===== src/rtl/fb_pkg.sv =====
// Shared types and constants for the frame buffer scanout block.
package fb_pkg;

  localparam int COLOR_BITS = 8;

  typedef enum logic [1:0] {
    ST_IDLE  = 2'd0,
    ST_CLEAR = 2'd1,
    ST_SCAN  = 2'd2
  } state_t;

  typedef struct packed {
    logic [COLOR_BITS-1:0] r;
    logic [COLOR_BITS-1:0] g;
    logic [COLOR_BITS-1:0] b;
  } rgb_t;

endpackage


===== src/rtl/fb_ram.sv =====
// Single-port pixel storage: synchronous write, registered read (1-cycle latency).
module fb_ram #(
  parameter int addr_bits = 7,
  parameter int data_bits = 24
) (
  input  logic                 clk,
  input  logic                 we,
  input  logic [addr_bits-1:0] addr,
  input  logic [data_bits-1:0] wdata,
  output logic [data_bits-1:0] rdata
);

  logic [data_bits-1:0] mem [2**addr_bits];

  always_ff @(posedge clk) begin
    if (we) begin
      mem[addr] <= wdata;
    end
    rdata <= mem[addr];
  end

endmodule


===== src/rtl/frame_buffer_scanout.sv =====
// Frame buffer with pixel write port, optional whole-buffer clear and raster scanout.
// Define FRAME_BUFFER_CLEAR_EN to build the CLEAR state and honour clear_req.
module frame_buffer_scanout
  import fb_pkg::*;
#(
  parameter int width      = 4,
  parameter int height     = 3,
  parameter int color_bits = COLOR_BITS
) (
  input  logic                    clk,
  input  logic                    reset,
  input  logic                    wr_valid,
  output logic                    wr_ready,
  input  logic [width-1:0]        wr_x,
  input  logic [height-1:0]       wr_y,
  input  logic [3*color_bits-1:0] wr_rgb,
  input  logic                    clear_req,
  input  logic                    frame_start,
  output logic                    busy,
  output logic                    scan_valid,
  input  logic                    scan_ready,
  output logic [width-1:0]        scan_x,
  output logic [height-1:0]       scan_y,
  output logic [3*color_bits-1:0] scan_rgb,
  output logic                    scan_last,
  output logic [7:0]              frame_count,
  output state_t                  debug_state
);

  localparam int addr_bits = width + height;
  localparam int data_bits = 3 * color_bits;
  localparam logic [addr_bits-1:0] last_addr = '1;

  // Handshakes: a transfer happens on the rising edge where valid && ready;
  // ready never depends on valid, and the producer holds its payload while stalled.

  state_t state;
  state_t state_next;

  logic [addr_bits-1:0] pix;
  logic [addr_bits-1:0] pix_next;
  logic [addr_bits-1:0] ram_addr;
  logic [data_bits-1:0] ram_wdata;
  logic [data_bits-1:0] ram_rdata;
  logic [data_bits-1:0] pix0_shadow;
  logic                 ram_we;
  logic                 wr_fire;
  logic                 scan_fire;
  logic                 clearing;
  logic                 clear_go;
  logic [addr_bits-1:0] clr_addr;

`ifdef FRAME_BUFFER_CLEAR_EN
  assign clearing = (state == ST_CLEAR);
  assign clear_go = clear_req;

  always_ff @(posedge clk) begin
    if (reset) begin
      clr_addr <= '0;
    end else if (clearing) begin
      clr_addr <= clr_addr + addr_bits'(1);
    end
  end
`else
  logic unused_clear_req;
  assign unused_clear_req = clear_req;
  assign clearing         = 1'b0;
  assign clear_go         = 1'b0;
  assign clr_addr         = '0;
`endif

  assign wr_ready    = (state == ST_IDLE);
  assign wr_fire     = wr_valid && wr_ready;
  assign busy        = (state != ST_IDLE);
  assign scan_valid  = (state == ST_SCAN);
  assign scan_fire   = scan_valid && scan_ready;
  assign debug_state = state;
  assign pix_next    = scan_fire ? pix + addr_bits'(1) : pix;

  assign scan_x    = pix[width-1:0];
  assign scan_y    = pix[addr_bits-1:width];
  assign scan_last = scan_valid && (pix == last_addr);

  // Pixel 0 must be on the bus the cycle after frame_start, but on that edge the
  // single port may be busy with a write, so address 0 is mirrored in a register.
  assign scan_rgb = !scan_valid   ? '0 :
                    (pix == '0)   ? pix0_shadow : ram_rdata;

  always_comb begin
    state_next = state;
    case (state)
      ST_IDLE: begin
        if (clear_go) begin
          state_next = ST_CLEAR;
        end else if (frame_start) begin
          state_next = ST_SCAN;
        end
      end
      ST_CLEAR: begin
        if (clr_addr == last_addr) begin
          state_next = ST_IDLE;
        end
      end
      ST_SCAN: begin
        if (scan_fire && (pix == last_addr)) begin
          state_next = ST_IDLE;
        end
      end
      default: state_next = ST_IDLE;
    endcase
  end

  // During a scan the RAM reads the pixel that will be presented after this edge,
  // so a stall simply re-reads the same address.
  always_comb begin
    ram_we    = wr_fire || clearing;
    ram_wdata = clearing ? '0 : wr_rgb;
    ram_addr  = {wr_y, wr_x};
    if (clearing) begin
      ram_addr = clr_addr;
    end else if (scan_valid) begin
      ram_addr = pix_next;
    end
  end

  always_ff @(posedge clk) begin
    if (reset) begin
      state       <= ST_IDLE;
      pix         <= '0;
      frame_count <= '0;
    end else begin
      state <= state_next;
      pix   <= pix_next;
      if (scan_fire && (pix == last_addr)) begin
        frame_count <= frame_count + 8'd1;
      end
    end
  end

  always_ff @(posedge clk) begin
    if (ram_we && (ram_addr == '0)) begin
      pix0_shadow <= ram_wdata;
    end
  end

  fb_ram #(
    .addr_bits (addr_bits),
    .data_bits (data_bits)
  ) u_ram (
    .clk   (clk),
    .we    (ram_we),
    .addr  (ram_addr),
    .wdata (ram_wdata),
    .rdata (ram_rdata)
  );

endmodule


===== config.mk =====
export PLATFORM = sky130hd
export DESIGN_NAME = frame_buffer_scanout
export DESIGN_NICKNAME = d
export VERILOG_FILES = /design/src/rtl/fb_pkg.sv /design/src/rtl/fb_ram.sv /design/src/rtl/frame_buffer_scanout.sv
export SDC_FILE = /design/constraint.sdc
export NUM_CORES = 2
export LEC_CHECK = 0
export CORE_MARGIN = 2
export CORE_UTILIZATION = 35
export DETAILED_ROUTE_END_ITERATION = 7
export HOLD_SLACK_MARGIN = 0.02
export PLACE_DENSITY = 0.6
export SYNTH_ARGS = -nofsm -noshare
export SYNTH_HDL_FRONTEND = slang
export SYNTH_HIERARCHICAL = 1
export SYNTH_SLANG_ARGS = --single-unit

===== constraint.sdc =====
create_clock -name clk -period 5.16 [get_ports clk]
set_input_delay 1.548 -clock clk [delete_from_list [all_inputs] [get_ports clk]]
set_output_delay 1.548 -clock clk [all_outputs]
set_load 0.05 [all_outputs]

# Word-level counts from Yosys, hierarchy flattened
# Memory sizes are Yosys's and may differ from the RTL's. A register that Yosys moved wholly into a read port is not among the register bits.
# Cells that the tools add are included.
[op_classes]
add_sub_neg = 2
n_eq_ne = 5
mux = 9
n_bitwise = 1
n_reduce_logical = 10
[op_table]
columns = ["cell", "count"]
rows = [
  ["2-to-1 mux 24 bit", 2],
  ["logical NOT 7 bit", 2],
  ["2-to-1 mux 7 bit", 2],
  ["adder 8 x 1 -> 8 bit (second input constant)", 1],
  ["adder 7 x 1 -> 7 bit (second input constant)", 1],
  ["equality test 7 bit (second input constant)", 1],
  ["case mux 2 bit (3 select lines)", 1],
  ["logical AND 1 bit", 5],
  ["2-to-1 mux 2 bit", 2],
  ["!= test 2 x 1 -> 1 bit (second input constant)", 2],
  ["AND reduction 3 bit", 1],
  ["equality test 2 x 1 -> 1 bit (second input constant)", 1],
  ["equality test 2 bit (second input constant)", 1],
  ["logical NOT 2 bit", 1],
  ["2-to-1 mux 1 bit", 2],
  ["nonzero test 2 bit", 1],
  ["NOT 1 bit", 1],
]
[totals]
register_bits = 41
mem_bits_rw = 3072
word_cells = 32
mem_count = 1
[mem_list]
columns = ["name", "depth", "word_bits", "rd", "rd_ports_with_merged_regs", "write_ports", "line", "text"]
rows = [
  ["u_ram.mem", 128, 24, 1, 1, 1, "fb_ram.sv:13", "logic [data_bits-1:0] mem [2**addr_bits];"],
]

# Depth between registers and ports, before layout
[depth]
depth_word = 6
depth_mapped = 17
depth_no_buf = 10

# Cells and area by module
# Netlist, hierarchy kept.
[modules_own_cells]
columns = ["mod", "n_inst", "cells_per_inst", "area_per_inst_um2", "seq_area_each_um2"]
rows = [
  ["fb_ram", 1, 6798, 118118.3, 92728.9],
  ["frame_buffer_scanout", 1, 242, 2240.9, 1041.0],
]

# Worst setup path after synthesis
# Ideal clock, no wire load.
[synth_timing]
path_type = "input to register"
start = "input port scan_ready"
end = "memory u_ram.mem[105][0], enable pin"
t_arrival_ns = 4.751
required_time_ns = 4.755
slack_ns = 0.004
cell_stages = 12
path_cell_list = "buf_2 > nand2_1 > xnor2_1 > a21oi_1 > buf_2 > buf_4 > nor3b_1 > clkbuf_1 > clkbuf_1 > nand2_1 > clkbuf_1 > nor2_1"
[synth_between]
elab_chain_cells = 3
[synth_lines]
columns = ["item", "line", "text"]
rows = [
  ["start, declared", "frame_buffer_scanout.sv:21", "input logic scan_ready,"],
  ["logical AND 1 bit", "frame_buffer_scanout.sv:76", "assign scan_fire = scan_valid && scan_ready;"],
  ["2-to-1 mux 7 bit", "frame_buffer_scanout.sv:78", "assign pix_next = scan_fire ? pix + addr_bits'(1) : pix;"],
  ["2-to-1 mux 7 bit", "frame_buffer_scanout.sv:121", "end else if (scan_valid) begin"],
  ["via ram_addr[2]", "frame_buffer_scanout.sv:42", "logic [addr_bits-1:0] ram_addr;"],
  ["end, declared", "fb_ram.sv:13", ""],
]
# The timed path passes the listed nets, and every way through them passes these cells.

# Final worst setup path
[layout_timing]
start = "input port scan_ready"
end = "register u_ram.rdata[12] (read register of u_ram.mem)"
[layout_between]
elab_chain_cells = 3
[layout_lines]
columns = ["item", "line", "text"]
rows = [
  ["logical AND 1 bit", "frame_buffer_scanout.sv:76", ""],
  ["2-to-1 mux 7 bit", "frame_buffer_scanout.sv:78", ""],
  ["2-to-1 mux 7 bit", "frame_buffer_scanout.sv:121", ""],
  ["via ram_addr[2]", "frame_buffer_scanout.sv:42", ""],
  ["end, declared", "fb_ram.sv:10", "output logic [data_bits-1:0] rdata"],
]
# The timed path passes the listed nets, and every way through them passes these cells.
# A chain may end at the register's enable or synchronous reset.

==> results.md <==
Clocking:
- The root buffer cell chosen for the clock tree is clkbuf_16.
- The maximum buffer depth of the clock tree is 4.
- Hold repair after CTS inserted 0 buffers.
- TritonCTS built the clock tree.
- The buffer count from post-CTS setup fixing is 0.
- The number of sinks handled by clock tree synthesis is 3136.
- For the worst-skew pair, the clock arrives at the later sink with an insertion delay of 0.93 ns.
- In this run, CTS created clock tree buffers numbering ~330.
- The clock transition at the registers of the reported paths is 0.06 ns.
- In this run, post-CTS repair resized a total of 0 instances.
- In this run the number of H-tree levels came out at 5.

Setup path:
- The required time at the endpoint of the critical path is 5.87 ns.
- The most frequent cell on the critical path is buf_4.
- The kind of end point of the critical path is a flip-flop.
- Traced cell by cell, the critical path runs through clkdlybuf4s50_1 > nand2_1 > xnor2_1 > a21oi_4 > buf_12 > nor2_4 > buf_12 > buf_4 > buf_4 > buf_4 > a221oi_1 > nor2_1 > o21ai_0 > buf_4 > o2111a_1 > nand4_1.
- The logic depth of the worst register-to-register path is 16.
- The setup slack of the most critical reg-to-reg path is about 0.60 ns.
- The largest stage delay on the critical path is around 0.50 ns.
- STA classifies the critical path startpoint as an input pin.
- The worst endpoint data arrival time is 5.63 ns.
- For this design, the slowest cell found on the critical path is clkdlybuf4s50_1.
- The maximum net fanout on the critical path is 22.
- The end of the worst register-to-register path is u_ram/rdata[12].
- In this run the critical register-to-register path is launched from pix[1].
- The critical setup path kind is in2reg.

Synth:
- Of the synthesized area, sequential elements account for 77.9%.
- The synthesized design contains 3096 enable-type register cells.
- In the synthesized netlist the async set-or-reset flop fraction comes to 0%.
- The number of standard cells after synthesis is 7040.
- The Yosys warning count is 6.
- The mean area per synthesized cell is 17.1 um^2.
- The cell area that synthesis handed to floorplanning was 120000 um^2.
- The most used flip-flop cell after synthesis is edfxtp_1.
- The post-synthesis sequential element count is 3136.
- The post-synthesis net count is slightly above 7000.
- The number of distinct library cells after synthesis is 87.

Drt:
- The first-pass detailed-route iteration total is 7.
- The total wire length is around 450 mm.
- After detailed routing, the number of vias per cell comes to between 6 and 7.
- In the routed design, unresolved DRC markers number 0.
- The number of vias after detailed routing is a little under 80000.
- The number of antenna-violating nets in the routed design is 0.
- The detailed router finished its first iteration with 12400 violations.
- After detailed routing, the average wire length per cell comes to 34.6 um.

STA:
- Setup repair after global routing left no endpoint under its margin.
- Setup violations remaining at the end of the flow were counted as 0.
- For this run, the top clock speed supported by timing is approximately 200 MHz.
- After layout, the worst path uses 95.4% of the clock period.
- The minimum hold slack is 0.532 ns.
- The pin slew with the least headroom to its limit is 1.27 ns.
- Setup slack closes at 0.239 ns.
- The worst pin sits at a relative slew slack of 15.1%.
- The number of max-slew violations in the final report is 0.
- The worst setup skew after layout is between 0.08 and 0.09 ns.
- The minimum clock period is 4.92 ns.
- The count of final hold-check violations is 0.

Finish:
- The utilization after layout is 43.7%.
- The fraction of layout cells with a size suffix above 1 is 26.7%.
- The final layout contains 8251 nets.
- The synthesis-to-layout area growth is 24.3%.
- Summing all non-filler instances in the final layout gives an area of between 100000 and 150000 um^2.

Floorplanning:
- The horizontal die dimension is 590 um.
- The y dimension of the die is 590 um.
- The initialized floorplan defines between 200 and 250 standard-cell rows.
- The starting density of the core is about a third.
- The top-level I/O count is 82.
- The core box area is 343000 um^2.
- The floorplan step defined a die boundary enclosing 349000 um^2.

Place:
- Prior to clock tree synthesis, the placed netlist has a worst setup slack of -0.617 ns.
- The post-detailed-placement cell area is ~140000 um^2.
- Input and output buffers added on the ports amount to 79.
- Summed over all nets, the half-perimeter wirelength after detailed placement is 301 mm.
- The placer congestion estimate is 0.995.

Power and ir drop:
- The maximum vdd drop is 0.271 mV.
- The clock network burns around 40% of the power.
- The switching fraction of total power is approximately a quarter.
- The power per cell area is between 300 and 400 nW/um^2.
- The reported net switching power is 15.0 mW.
- The internal portion of the total power is 44.3 mW.
- The leakage dissipation is 48.4 nW.
- Combinational logic burns 12.4% of the power.
- The register share of total power is a little under half.

Global routing:
- Entering global routing, the biggest net connects 97 pins.
- Global routing used roughly a quarter of the available tracks.
- The number of global-route vias before repair is around 75000.
- The number of antenna violations at the first check in global routing was 43.
- The first global-routing pass estimated 614 mm of wire.
- Global routing finished with a remaining overflow of 0.

Min path:
- The destination of the worst hold path is frame_count[3].
- Counting instances, the worst hold path has a depth of 2.
- The worst hold path class is reg2reg.
- In this run the most critical hold path is launched from frame_count[3].

Job:
- Max-cap violations in this run came to 0.

Outcome:
- The flow ran to the end, and the final reports show no timing, DRC or antenna violations.
[cell type report]
type | instances | area [um^2]
fillers | 29900 | 193000
flip-flops and latches | 3136 | 93800
multi-input cells | 3322 | 24500
repair buffers | 1408 | 15000
clock buffers | 384 | 8520
well taps | 4557 | 5700
clock inverters | 198 | 2110
inverters | 14 | 70.1
diodes | 19 | 47.5
[layout by cell type, fill, tap and decap left out, types with 33 or more instances in the layout]
master     synthesis  routed
clkinv_2           0      45
o21ai_0          280     279
nor2b_1           89      83
a211oi_1          35      35
mux2i_1          101     101
bufinv_16          0      34
buf_4             23    1032
edfxtp_1        3096    3096
buf_12             0     345
clkbuf_1         237      51
dfxtp_1           40      40
mux2_2           211     211
o221ai_1          38      38
clkbuf_16          0     333
o22ai_1          125     125
a21oi_1          344     341
a221oi_1         661     661
a22oi_1          361     361
clkinv_1           6      81
a221o_1           72      72
nor2_2             0     125
nor2_1           328     197
nand3_1           53      51
nand2_1          187     187
mux4_2            33      33
[per-layer routing]
layer	share of wire (%)	wire [um]	vias to the layer above	global-route usage, %
li1	-	-	31700	-
met1	38	170000	41200	33.9
met2	45	203000	5339	38.9
met3	12	52800	876	5.80
met4	5.5	25000	16	11.8
met5	0.020	91	-	0
[cells by family after synthesis]
family	Yosys count	synth area share [%]
fa+ha+maj	3	0.0312
flops	3136	77.9
simple gates	800	3.15
buf+inv	582	2.22
mux	356	3.54
compound gates	2158	13.1
xor+xnor	4	0.0291
other cells	1	0.00312
[worst max-delay path by stage]
stage               start                end  slack (ns)  cells after the start
2_1_floorplan  scan_ready  u_ram/mem[105][0]       0.004                     12
3_3_place_gp   scan_ready    u_ram/rdata[12]       -0.67                     16
3_5_place_dp   scan_ready    u_ram/rdata[12]       -0.62                     16
4_1_cts        scan_ready    u_ram/rdata[12]        0.34                     16
5_1_grt            pix[0]       scan_rgb[21]        0.26                      6
6_report       scan_ready    u_ram/rdata[12]        0.24                     16
[power by group through the flow]
stage,Combinational [mW],Sequential [mW],Clock [mW]
6_report,7.32,28.3,23.7
5_1_grt,7.45,28.2,24.8
4_1_cts,7.13,28.3,23.8
3_5_place_dp,7.10,28.8,0
3_3_place_gp,7.05,28.8,0
2_1_floorplan,2.72,28.7,0
[cells in the mapped netlist (11+ instances only)]
| cell | count | share of area (%) |
|---|---|---|
| o22a_1 | 11 | 0.080 |
| o221ai_1 | 38 | 0.28 |
| o2bb2ai_1 | 11 | 0.080 |
| a22oi_1 | 361 | 2.3 |
| a21oi_1 | 344 | 1.4 |
| mux2_2 | 211 | 2.0 |
| or4_1 | 12 | 0.075 |
| o211ai_1 | 14 | 0.087 |
| a211o_1 | 12 | 0.087 |
| a21o_1 | 18 | 0.11 |
| nand3_1 | 53 | 0.22 |
| o31ai_1 | 12 | 0.075 |
| clkbuf_1 | 237 | 0.74 |
| a221o_1 | 72 | 0.60 |
| a222oi_1 | 29 | 0.24 |
| buf_4 | 23 | 0.14 |
| o22ai_1 | 125 | 0.65 |
| mux2i_1 | 101 | 0.84 |
| o21ai_0 | 280 | 1.2 |
| nand4_1 | 19 | 0.099 |
| nor2_1 | 328 | 1.0 |
| buf_1 | 83 | 0.26 |
| a211oi_1 | 35 | 0.22 |
| edfxtp_1 | 3096 | 77 |
| a31oi_1 | 20 | 0.10 |
| dfxtp_1 | 40 | 0.67 |
| buf_2 | 207 | 0.86 |
| nand2b_1 | 17 | 0.088 |
| nor3_1 | 18 | 0.075 |
| mux4_2 | 33 | 0.62 |
| a22o_1 | 23 | 0.17 |
| a221oi_1 | 661 | 4.8 |
| nand2_1 | 187 | 0.58 |
| buf_6 | 17 | 0.16 |
| nor2b_1 | 89 | 0.46 |
[critical path, delay by kind of cell]
kind            cells  cell delay (ns)
buf+inv             7             1.74
simple gates        4             0.69
compound gates      4             1.33
xor+xnor            1             0.18
[state kept, by name (all words and copies together) (netlist names)]
register	flops
u_ram/mem	3072
pix0_shadow	24
u_ram/rdata	24
frame_count	8
pix	7
debug_state	1
[through the flow]
stage	TNS [ns]	power, mW	cells
floorplan	0	31.4	7040
global placement	-252.72	35.9	12400
detailed placement	-286.83	35.9	12400
CTS	0	59.2	13000
global route	0	60.5	13000
finish	0	59.2	13000
Note: power is estimated with default switching activity, not from simulation.
